## src/rtl/unidad_acceso_memoria_if.sv

```systemverilog
// -----------------------------------------------------------------------------
// unidad_acceso_memoria_if
// Data-memory bus between the load/store unit (master) and memory (slave).
//   mem_req   : request, held high until acknowledge or abort
//   mem_we    : write strobe (1 = store)
//   mem_addr  : word-aligned byte address
//   mem_be    : byte enables, one per lane
//   mem_wdata : lane-aligned store data
//   mem_ack   : acknowledge; mem_rdata is valid in the same cycle for loads
//   mem_rdata : read data
// -----------------------------------------------------------------------------
interface unidad_acceso_memoria_if;
  logic        mem_req;
  logic        mem_we;
  logic [31:0] mem_addr;
  logic [3:0]  mem_be;
  logic [31:0] mem_wdata;
  logic        mem_ack;
  logic [31:0] mem_rdata;

  modport master (
    output mem_req, mem_we, mem_addr, mem_be, mem_wdata,
    input  mem_ack, mem_rdata
  );

  modport slave (
    input  mem_req, mem_we, mem_addr, mem_be, mem_wdata,
    output mem_ack, mem_rdata
  );
endinterface

```

## src/rtl/unidad_acceso_memoria.sv

```systemverilog
// -----------------------------------------------------------------------------
// unidad_acceso_memoria
// Load/store access unit: turns one execute-stage request into a single
// word-aligned bus transaction with byte enables and a timeout, and returns
// the sign/zero-extended load result to the write-back selector.
// Ports:
//   clk, rst_n      : clock (rising edge), asynchronous active-low reset
//   inicio          : start pulse, accepted only when idle
//   escritura       : 1 = store, 0 = load (sampled with inicio)
//   funct3          : RV32I width/sign code (sampled with inicio)
//   direccion       : byte address (sampled with inicio)
//   dato_escritura  : store data (sampled with inicio)
//   bus             : data-memory bus, master side
//   datoMem         : extended load result, updated only by successful loads
//   listo           : one-cycle completion pulse
//   ocupado         : high while an access is in progress or completing
//   error           : valid with listo; misaligned/illegal request or timeout
// -----------------------------------------------------------------------------
module unidad_acceso_memoria #(
  parameter int TIMEOUT_CICLOS = 16,
  parameter int ANCHO_CONT     = 5
) (
  input  logic                     clk,
  input  logic                     rst_n,
  input  logic                     inicio,
  input  logic                     escritura,
  input  logic [2:0]               funct3,
  input  logic [31:0]              direccion,
  input  logic [31:0]              dato_escritura,
  unidad_acceso_memoria_if.master  bus,
  output logic [31:0]              datoMem,
  output logic                     listo,
  output logic                     ocupado,
  output logic                     error
);

  typedef enum logic [1:0] {
    REPOSO = 2'd0,
    ACCESO = 2'd1,
    FIN    = 2'd2
  } estado_t;

  localparam logic [ANCHO_CONT-1:0] CONT_MAX = ANCHO_CONT'(TIMEOUT_CICLOS - 1);

  // Legality of width code for the direction, plus natural alignment.
  function automatic logic solicitud_legal(input logic we, input logic [2:0] f3,
                                           input logic [1:0] k);
    logic ok;
    case (f3)
      3'b000:  ok = 1'b1;
      3'b001:  ok = ~k[0];
      3'b010:  ok = (k == 2'b00);
      3'b100:  ok = ~we;
      3'b101:  ok = ~we & ~k[0];
      default: ok = 1'b0;
    endcase
    return ok;
  endfunction

  // Byte enables: loads always read the full word.
  function automatic logic [3:0] calc_be(input logic we, input logic [2:0] f3,
                                         input logic [1:0] k);
    logic [3:0] be;
    if (!we) begin
      be = 4'b1111;
    end else begin
      case (f3)
        3'b000:  be = 4'b0001 << k;
        3'b001:  be = 4'b0011 << k;
        default: be = 4'b1111;
      endcase
    end
    return be;
  endfunction

  // Replicating the store data puts it on every lane the enables may select.
  function automatic logic [31:0] calc_wdata(input logic we, input logic [2:0] f3,
                                             input logic [31:0] d);
    logic [31:0] w;
    if (!we) begin
      w = 32'h0000_0000;
    end else begin
      case (f3)
        3'b000:  w = {4{d[7:0]}};
        3'b001:  w = {2{d[15:0]}};
        default: w = d;
      endcase
    end
    return w;
  endfunction

  // Lane selection and extension of the read word.
  function automatic logic [31:0] extender_carga(input logic [2:0] f3,
                                                 input logic [1:0] k,
                                                 input logic [31:0] rd);
    logic [7:0]  b;
    logic [15:0] h;
    logic [31:0] r;
    case (k)
      2'd0:    b = rd[7:0];
      2'd1:    b = rd[15:8];
      2'd2:    b = rd[23:16];
      2'd3:    b = rd[31:24];
      default: b = rd[7:0];
    endcase
    h = k[1] ? rd[31:16] : rd[15:0];
    case (f3)
      3'b000:  r = {{24{b[7]}}, b};
      3'b001:  r = {{16{h[15]}}, h};
      3'b100:  r = {24'h000000, b};
      3'b101:  r = {16'h0000, h};
      default: r = rd;
    endcase
    return r;
  endfunction

  estado_t                 estado_r, estado_s;
  logic [ANCHO_CONT-1:0]   cont_r, cont_s;
  logic                    es_escritura_r, es_escritura_s;
  logic [2:0]              f3_r, f3_s;
  logic [1:0]              desp_r, desp_s;
  logic                    req_r, req_s;
  logic                    we_r, we_s;
  logic [31:0]             addr_r, addr_s;
  logic [3:0]              be_r, be_s;
  logic [31:0]             wdata_r, wdata_s;
  logic [31:0]             dato_r, dato_s;
  logic                    listo_r, listo_s;
  logic                    error_r, error_s;
  logic                    ocupado_r, ocupado_s;
  logic                    valida_s;
  logic                    ack_s;
  logic                    timeout_s;

  assign valida_s  = solicitud_legal(escritura, funct3, direccion[1:0]);
  // An acknowledge only counts while a request is outstanding.
  assign ack_s     = bus.mem_ack & req_r;
  assign timeout_s = ~ack_s & (cont_r == CONT_MAX);

  // State register.
  always_ff @(posedge clk or negedge rst_n) begin
    if (!rst_n) begin
      estado_r <= REPOSO;
    end else begin
      estado_r <= estado_s;
    end
  end

  // Next-state logic.
  always_comb begin
    estado_s = estado_r;
    case (estado_r)
      REPOSO: begin
        if (inicio) begin
          estado_s = valida_s ? ACCESO : FIN;
        end else begin
          estado_s = REPOSO;
        end
      end
      ACCESO: begin
        if (ack_s || timeout_s) begin
          estado_s = FIN;
        end else begin
          estado_s = ACCESO;
        end
      end
      FIN:     estado_s = REPOSO;
      default: estado_s = REPOSO;
    endcase
  end

  // Next values of the registered outputs and latched request fields.
  always_comb begin
    cont_s         = cont_r;
    es_escritura_s = es_escritura_r;
    f3_s           = f3_r;
    desp_s         = desp_r;
    req_s          = req_r;
    we_s           = we_r;
    addr_s         = addr_r;
    be_s           = be_r;
    wdata_s        = wdata_r;
    dato_s         = dato_r;
    listo_s        = 1'b0;
    error_s        = 1'b0;
    ocupado_s      = (estado_s != REPOSO);
    case (estado_r)
      REPOSO: begin
        cont_s = {ANCHO_CONT{1'b0}};
        if (inicio) begin
          es_escritura_s = escritura;
          f3_s           = funct3;
          desp_s         = direccion[1:0];
          if (valida_s) begin
            req_s   = 1'b1;
            we_s    = escritura;
            addr_s  = {direccion[31:2], 2'b00};
            be_s    = calc_be(escritura, funct3, direccion[1:0]);
            wdata_s = calc_wdata(escritura, funct3, dato_escritura);
          end else begin
            // Rejected before reaching the bus.
            listo_s = 1'b1;
            error_s = 1'b1;
          end
        end else begin
          req_s = 1'b0;
        end
      end
      ACCESO: begin
        if (ack_s) begin
          req_s   = 1'b0;
          we_s    = 1'b0;
          listo_s = 1'b1;
          error_s = 1'b0;
          if (!es_escritura_r) begin
            dato_s = extender_carga(f3_r, desp_r, bus.mem_rdata);
          end else begin
            dato_s = dato_r;
          end
        end else if (timeout_s) begin
          req_s   = 1'b0;
          we_s    = 1'b0;
          listo_s = 1'b1;
          error_s = 1'b1;
        end else begin
          cont_s = cont_r + 1'b1;
        end
      end
      FIN: begin
        cont_s = {ANCHO_CONT{1'b0}};
      end
      default: begin
        cont_s = {ANCHO_CONT{1'b0}};
        req_s  = 1'b0;
        we_s   = 1'b0;
      end
    endcase
  end

  // Output and datapath registers.
  always_ff @(posedge clk or negedge rst_n) begin
    if (!rst_n) begin
      cont_r         <= {ANCHO_CONT{1'b0}};
      es_escritura_r <= 1'b0;
      f3_r           <= 3'b000;
      desp_r         <= 2'b00;
      req_r          <= 1'b0;
      we_r           <= 1'b0;
      addr_r         <= 32'h0000_0000;
      be_r           <= 4'b0000;
      wdata_r        <= 32'h0000_0000;
      dato_r         <= 32'h0000_0000;
      listo_r        <= 1'b0;
      error_r        <= 1'b0;
      ocupado_r      <= 1'b0;
    end else begin
      cont_r         <= cont_s;
      es_escritura_r <= es_escritura_s;
      f3_r           <= f3_s;
      desp_r         <= desp_s;
      req_r          <= req_s;
      we_r           <= we_s;
      addr_r         <= addr_s;
      be_r           <= be_s;
      wdata_r        <= wdata_s;
      dato_r         <= dato_s;
      listo_r        <= listo_s;
      error_r        <= error_s;
      ocupado_r      <= ocupado_s;
    end
  end

  assign bus.mem_req   = req_r;
  assign bus.mem_we    = we_r;
  assign bus.mem_addr  = addr_r;
  assign bus.mem_be    = be_r;
  assign bus.mem_wdata = wdata_r;
  assign datoMem       = dato_r;
  assign listo         = listo_r;
  assign error         = error_r;
  assign ocupado       = ocupado_r;

endmodule

```

## src/flat_wrapper.sv

```systemverilog
// flat-port wrapper written by rule: the top's interface ports become plain ports
module unidad_acceso_memoria_flat 
#(
  parameter int TIMEOUT_CICLOS = 16,
  parameter int ANCHO_CONT     = 5
)
  (clk, rst_n, inicio, escritura, funct3, direccion, dato_escritura, datoMem, listo, ocupado, error, bus_mem_req, bus_mem_we, bus_mem_addr, bus_mem_be, bus_mem_wdata, bus_mem_ack, bus_mem_rdata);
  unidad_acceso_memoria_if bus_i ();
  input  logic clk;
  input  logic rst_n;
  input  logic inicio;
  input  logic escritura;
  input  logic [2:0] funct3;
  input  logic [31:0] direccion;
  input  logic [31:0] dato_escritura;
  output logic [31:0] datoMem;
  output logic listo;
  output logic ocupado;
  output logic error;
  output wire logic [$bits(bus_i.mem_req)-1:0] bus_mem_req;
  output wire logic [$bits(bus_i.mem_we)-1:0] bus_mem_we;
  output wire logic [$bits(bus_i.mem_addr)-1:0] bus_mem_addr;
  output wire logic [$bits(bus_i.mem_be)-1:0] bus_mem_be;
  output wire logic [$bits(bus_i.mem_wdata)-1:0] bus_mem_wdata;
  input wire logic [$bits(bus_i.mem_ack)-1:0] bus_mem_ack;
  input wire logic [$bits(bus_i.mem_rdata)-1:0] bus_mem_rdata;
  assign bus_mem_req = bus_i.mem_req;
  assign bus_mem_we = bus_i.mem_we;
  assign bus_mem_addr = bus_i.mem_addr;
  assign bus_mem_be = bus_i.mem_be;
  assign bus_mem_wdata = bus_i.mem_wdata;
  assign bus_i.mem_ack = bus_mem_ack;
  assign bus_i.mem_rdata = bus_mem_rdata;
  unidad_acceso_memoria #(.TIMEOUT_CICLOS(TIMEOUT_CICLOS), .ANCHO_CONT(ANCHO_CONT)) u_core (.clk(clk), .rst_n(rst_n), .inicio(inicio), .escritura(escritura), .funct3(funct3), .direccion(direccion), .dato_escritura(dato_escritura), .bus(bus_i), .datoMem(datoMem), .listo(listo), .ocupado(ocupado), .error(error));
endmodule
```

## config.mk

```make
export PLATFORM = sky130hd
export DESIGN_NAME = unidad_acceso_memoria_flat
export DESIGN_NICKNAME = d
export VERILOG_FILES = /design/src/rtl/unidad_acceso_memoria_if.sv /design/src/rtl/unidad_acceso_memoria.sv /design/src/flat_wrapper.sv
export SDC_FILE = /design/constraint.sdc
export NUM_CORES = 1
export LEC_CHECK = 0
export BUFFER_PORTS_ARGS = -buffer_cell sky130_fd_sc_hd__clkbuf_2
export CORE_MARGIN = 8
export CORE_UTILIZATION = 40
export CTS_CLUSTER_SIZE = 28
export DETAILED_ROUTE_END_ITERATION = 8
export PLACE_DENSITY = 0.75
export SYNTH_ARGS = -nofsm -noshare
export SYNTH_HDL_FRONTEND = slang
export SYNTH_SLANG_ARGS = --single-unit
```

## constraint.sdc

```tcl
create_clock -name clk -period 1.9 [get_ports clk]
set_input_delay 0.19 -clock clk [delete_from_list [all_inputs] [get_ports clk]]
set_output_delay 0.19 -clock clk [all_outputs]
set_load 0.05 [all_outputs]
```

==> impl_metrics.py <==
metrics = {
    "worst_hold_path": {
        "holdPathStages": 2,
        "holdPathEnd": "u_core.bus.mem_addr[9]$_DFFE_PN0P_",
        "hp-class": "input pin to flip-flop",
        "min-delay-start": "direccion[9]",
    },
    "global_route": {
        "grt_max_degree": 75,
        "overflow": 0,
        "grt_pass1_vias": 4678,
        "grt_antenna_before_repair": 0,
        "grt_pass1_wl_mm": 24.7,
        "gr-usage-all-layers_pct": 18.8,
    },
    "routing": {
        "firstDrtPassIters": 5,
        "vias": 4537,
        "drt_iter0_markers": 380,
        "vias_per_cell": 5.11,
        "drc": 0,
        "wl_per_cell_um": 17.9,
        "drt-total-wl_mm": 15.9,
        "ant_nets": 0,
    },
    "yosys": {
        "synth-async-reset-ratio_pct": 100,
        "synth_edf_count": 0,
        "yosys-top-cells-area": "dfrtp_1, mux2_2, nand2_1, mux2i_1, o21ai_0",
        "yosys-top-cells-count": "dfrtp_1, nand2_1, nor2_1, mux2_2, o21ai_0",
        "synth_top_area_share_pct": 55.1,
        "yosysMostFrequentCell": "dfrtp_1",
        "yosysWarnings": 0,
        "yosys.area.top_type": "dfrtp_1",
        "netlist_area_um2": 5230,
        "yosysSeqAreaShare_pct": 55.1,
        "synth_ff_type": "dfrtp_1",
        "avgSynthCellArea_um2": 10.7,
        "yosysUniqueCellTypes": 47,
        "ys_seq_elements": 115,
        "synth_cells": 489,
    },
    "timing": {
        "hold_ws_ns": 0.0190,
        "fin_skew_ns": 0.00642,
        "max_freq_ghz": 0.570,
        "finalWorstSetupSlack_ns": 0.146,
        "drv_slew": 0,
        "setup_violations": 0,
        "slew_headroom_pct": 60.3,
        "setup_tns_ns": 0,
        "fin_crit_ns": 1.75,
        "hold_viol": 0,
        "min_period_over_period_pct": 92.3,
        "rsz0062_at_grt": "false",
        "worst_pin_slew_ns": 0.591,
    },
    "floorplanning": {
        "dieArea_um2": 17000,
        "row_count": 41,
        "die_x_um": 130,
        "num_io_pins": 209,
        "initial_utilization_pct": 41.2,
        "die_height_um": 130,
        "placeableCoreArea_um2": 12700,
    },
    "job": {
        "cap_violations": 0,
    },
    "placement": {
        "numPortBuffers": 206,
        "place_area_um2": 6520,
        "gp_congestion": 0.907,
        "place_hpwl_mm": 12.2,
        "pre_cts_slack_ns": 0.0413,
    },
    "clock_tree": {
        "cts_buffer_depth": 2,
        "htreeDepth": 4,
        "root_buffer": "clkbuf_16",
        "clkSinkCount": 115,
        "cts_buffers": 17,
        "clk_latency_ns": 0.40,
        "clkTransAtPathRegs_ns": 0.05,
        "cts_tree": "yes",
    },
    "layout": {
        "fin_util_pct": 56.3,
        "insertedDiodeCount": 0,
        "stdcell_area_um2": 7130,
        "syn_to_final_growth_pct": 36.4,
        "fin_nets": 810,
        "drive_above_1_share_pct": 43.6,
        "fillers": 1131,
    },
    "power_and_ir_drop": {
        "cellPowerDensity_nw_per_um2": 2110,
        "leakagePower_nw": 3.60,
        "peakVddDrop_uv": 868,
    },
    "worst_setup_path": {
        "required_ns": 2.18,
        "r2r-end": "u_core.bus.mem_req$_DFFE_PN0P_",
        "cp-end-kind": "flip-flop",
        "worstRegToRegCells": 5,
        "r2r_slack_ns": 0.15,
        "criticalPathCategory": "flip-flop to flip-flop",
        "crit_arrival_ns": 2.03,
        "path_max_fanout": 4,
        "cp-start-kind": "flip-flop",
        "crit-reg2reg-launch": "u_core.cont_r[0]$_DFFE_PN0P_",
    },
    "outcome": {
        "outcome": "completed",
    },
}
[registers in the layout (all words and copies together) (netlist names)]
name / flops
u_core.bus.mem_wdata: 32
u_core.bus.mem_req: 1
u_core.datoMem: 32
u_core.ocupado: 1
u_core.error: 1
u_core.estado_r: 2
u_core.desp_r: 2
u_core.bus.mem_be: 4
u_core.cont_r: 5
u_core.bus.mem_addr: 30
u_core.bus.mem_we: 1
u_core.f3_r: 3
u_core.es_escritura_r: 1
[layout by cell type (no fill, tap or decap), drive strengths merged, types with 3 or more instances in the layout]
cell and instances:
inv 4, dfrtp 115, nand3 14, nor2b 7
nand2 63, a22oi 6, a21oi 23, nor2 49
clkinv 3, o31ai 16, buf 20, clkinvlp 4
or2 4, a22o 8, bufinv 3, o21ai 40
clkbuf 225, mux2i 23, mux2 48, nand2b 12
[where the power goes]
part           switching (mW)  internal [mW]
registers               0.746           3.60
clock network            1.07           2.07
logic                    5.60           1.94
total                    7.42           7.61
[repair_timing]
action	in CTS	in global routing
endpoints found under the setup margin	0	9
hold endpoints to repair	41	0
resized for setup	0	4
hold buffers	2	0
buffers inserted	0	0
[layer usage]
layer	GRT usage, %	vias up	share of wire, %
met5	0	-	0
met2	30.0	186	49
met1	23.5	2178	41
li1	-	2145	-
met4	7.99	0	2.2
met3	4.98	28	7.6
[worst max-delay path by stage]
| stage | startpoint | endpoint | slack (ns) | cells past startpoint |
|---|---|---|---|---|
| global placement | u_core.cont_r[0]$_DFFE_PN0P_ | u_core.cont_r[4]$_DFFE_PN0P_ | 0.20 | 7 |
| CTS | u_core.cont_r[0]$_DFFE_PN0P_ | u_core.cont_r[4]$_DFFE_PN0P_ | 0.05 | 7 |
| finish | u_core.cont_r[0]$_DFFE_PN0P_ | u_core.bus.mem_req$_DFFE_PN0P_ | 0.15 | 5 |
| floorplan | u_core.bus.mem_req$_DFFE_PN0P_ | u_core.datoMem[21]$_DFFE_PN0P_ | 0.02 | 6 |
| global route | u_core.cont_r[0]$_DFFE_PN0P_ | u_core.cont_r[4]$_DFFE_PN0P_ | 0.01 | 7 |
| detailed placement | u_core.cont_r[0]$_DFFE_PN0P_ | u_core.cont_r[4]$_DFFE_PN0P_ | 0.04 | 7 |
[logic make-up after synthesis]
kind of cell | Yosys count | synth area share (%)
AO/OA/AOI/OAI | 105 | 12.6
XOR/XNOR | 3 | 0.503
adder cells (fa/ha/maj) | 2 | 0.479
buffers and inverters | 36 | 3.26
flip-flops | 115 | 55.1
multiplexers | 71 | 14.8
other | 1 | 0.0718
AND/OR/NAND/NOR | 156 | 13.2
[worst max-delay path: stages, from the launching register on]
cell and delay, ns:
dfrtp_1 0.41, ha_1 0.23, and3_1 0.20, ha_2 0.21
nand2b_1 0.22, o311ai_1 0.36
[per-stage QoR]
stage               power [mW]  std cells
global route              15.8        887
CTS                       15.2        887
global placement          11.8        855
finish                    15.0        887
detailed placement        12.0        855
floorplan                 9.86        490
[final cells by class]
class                           instances  area, um^2  share of cell area, %
Clock buffer                           20         447                   6.27
Clock inverter                         10         135                   1.90
Inverter                                4        15.0                  0.211
Multi-Input combinational cell        339        2200                   30.9
Sequential cell                       115        2880                   40.4
Tap cell                              172         215                   3.02
Timing Repair Buffer                  227        1230                   17.3
Power figures use the tool's default switching activity.
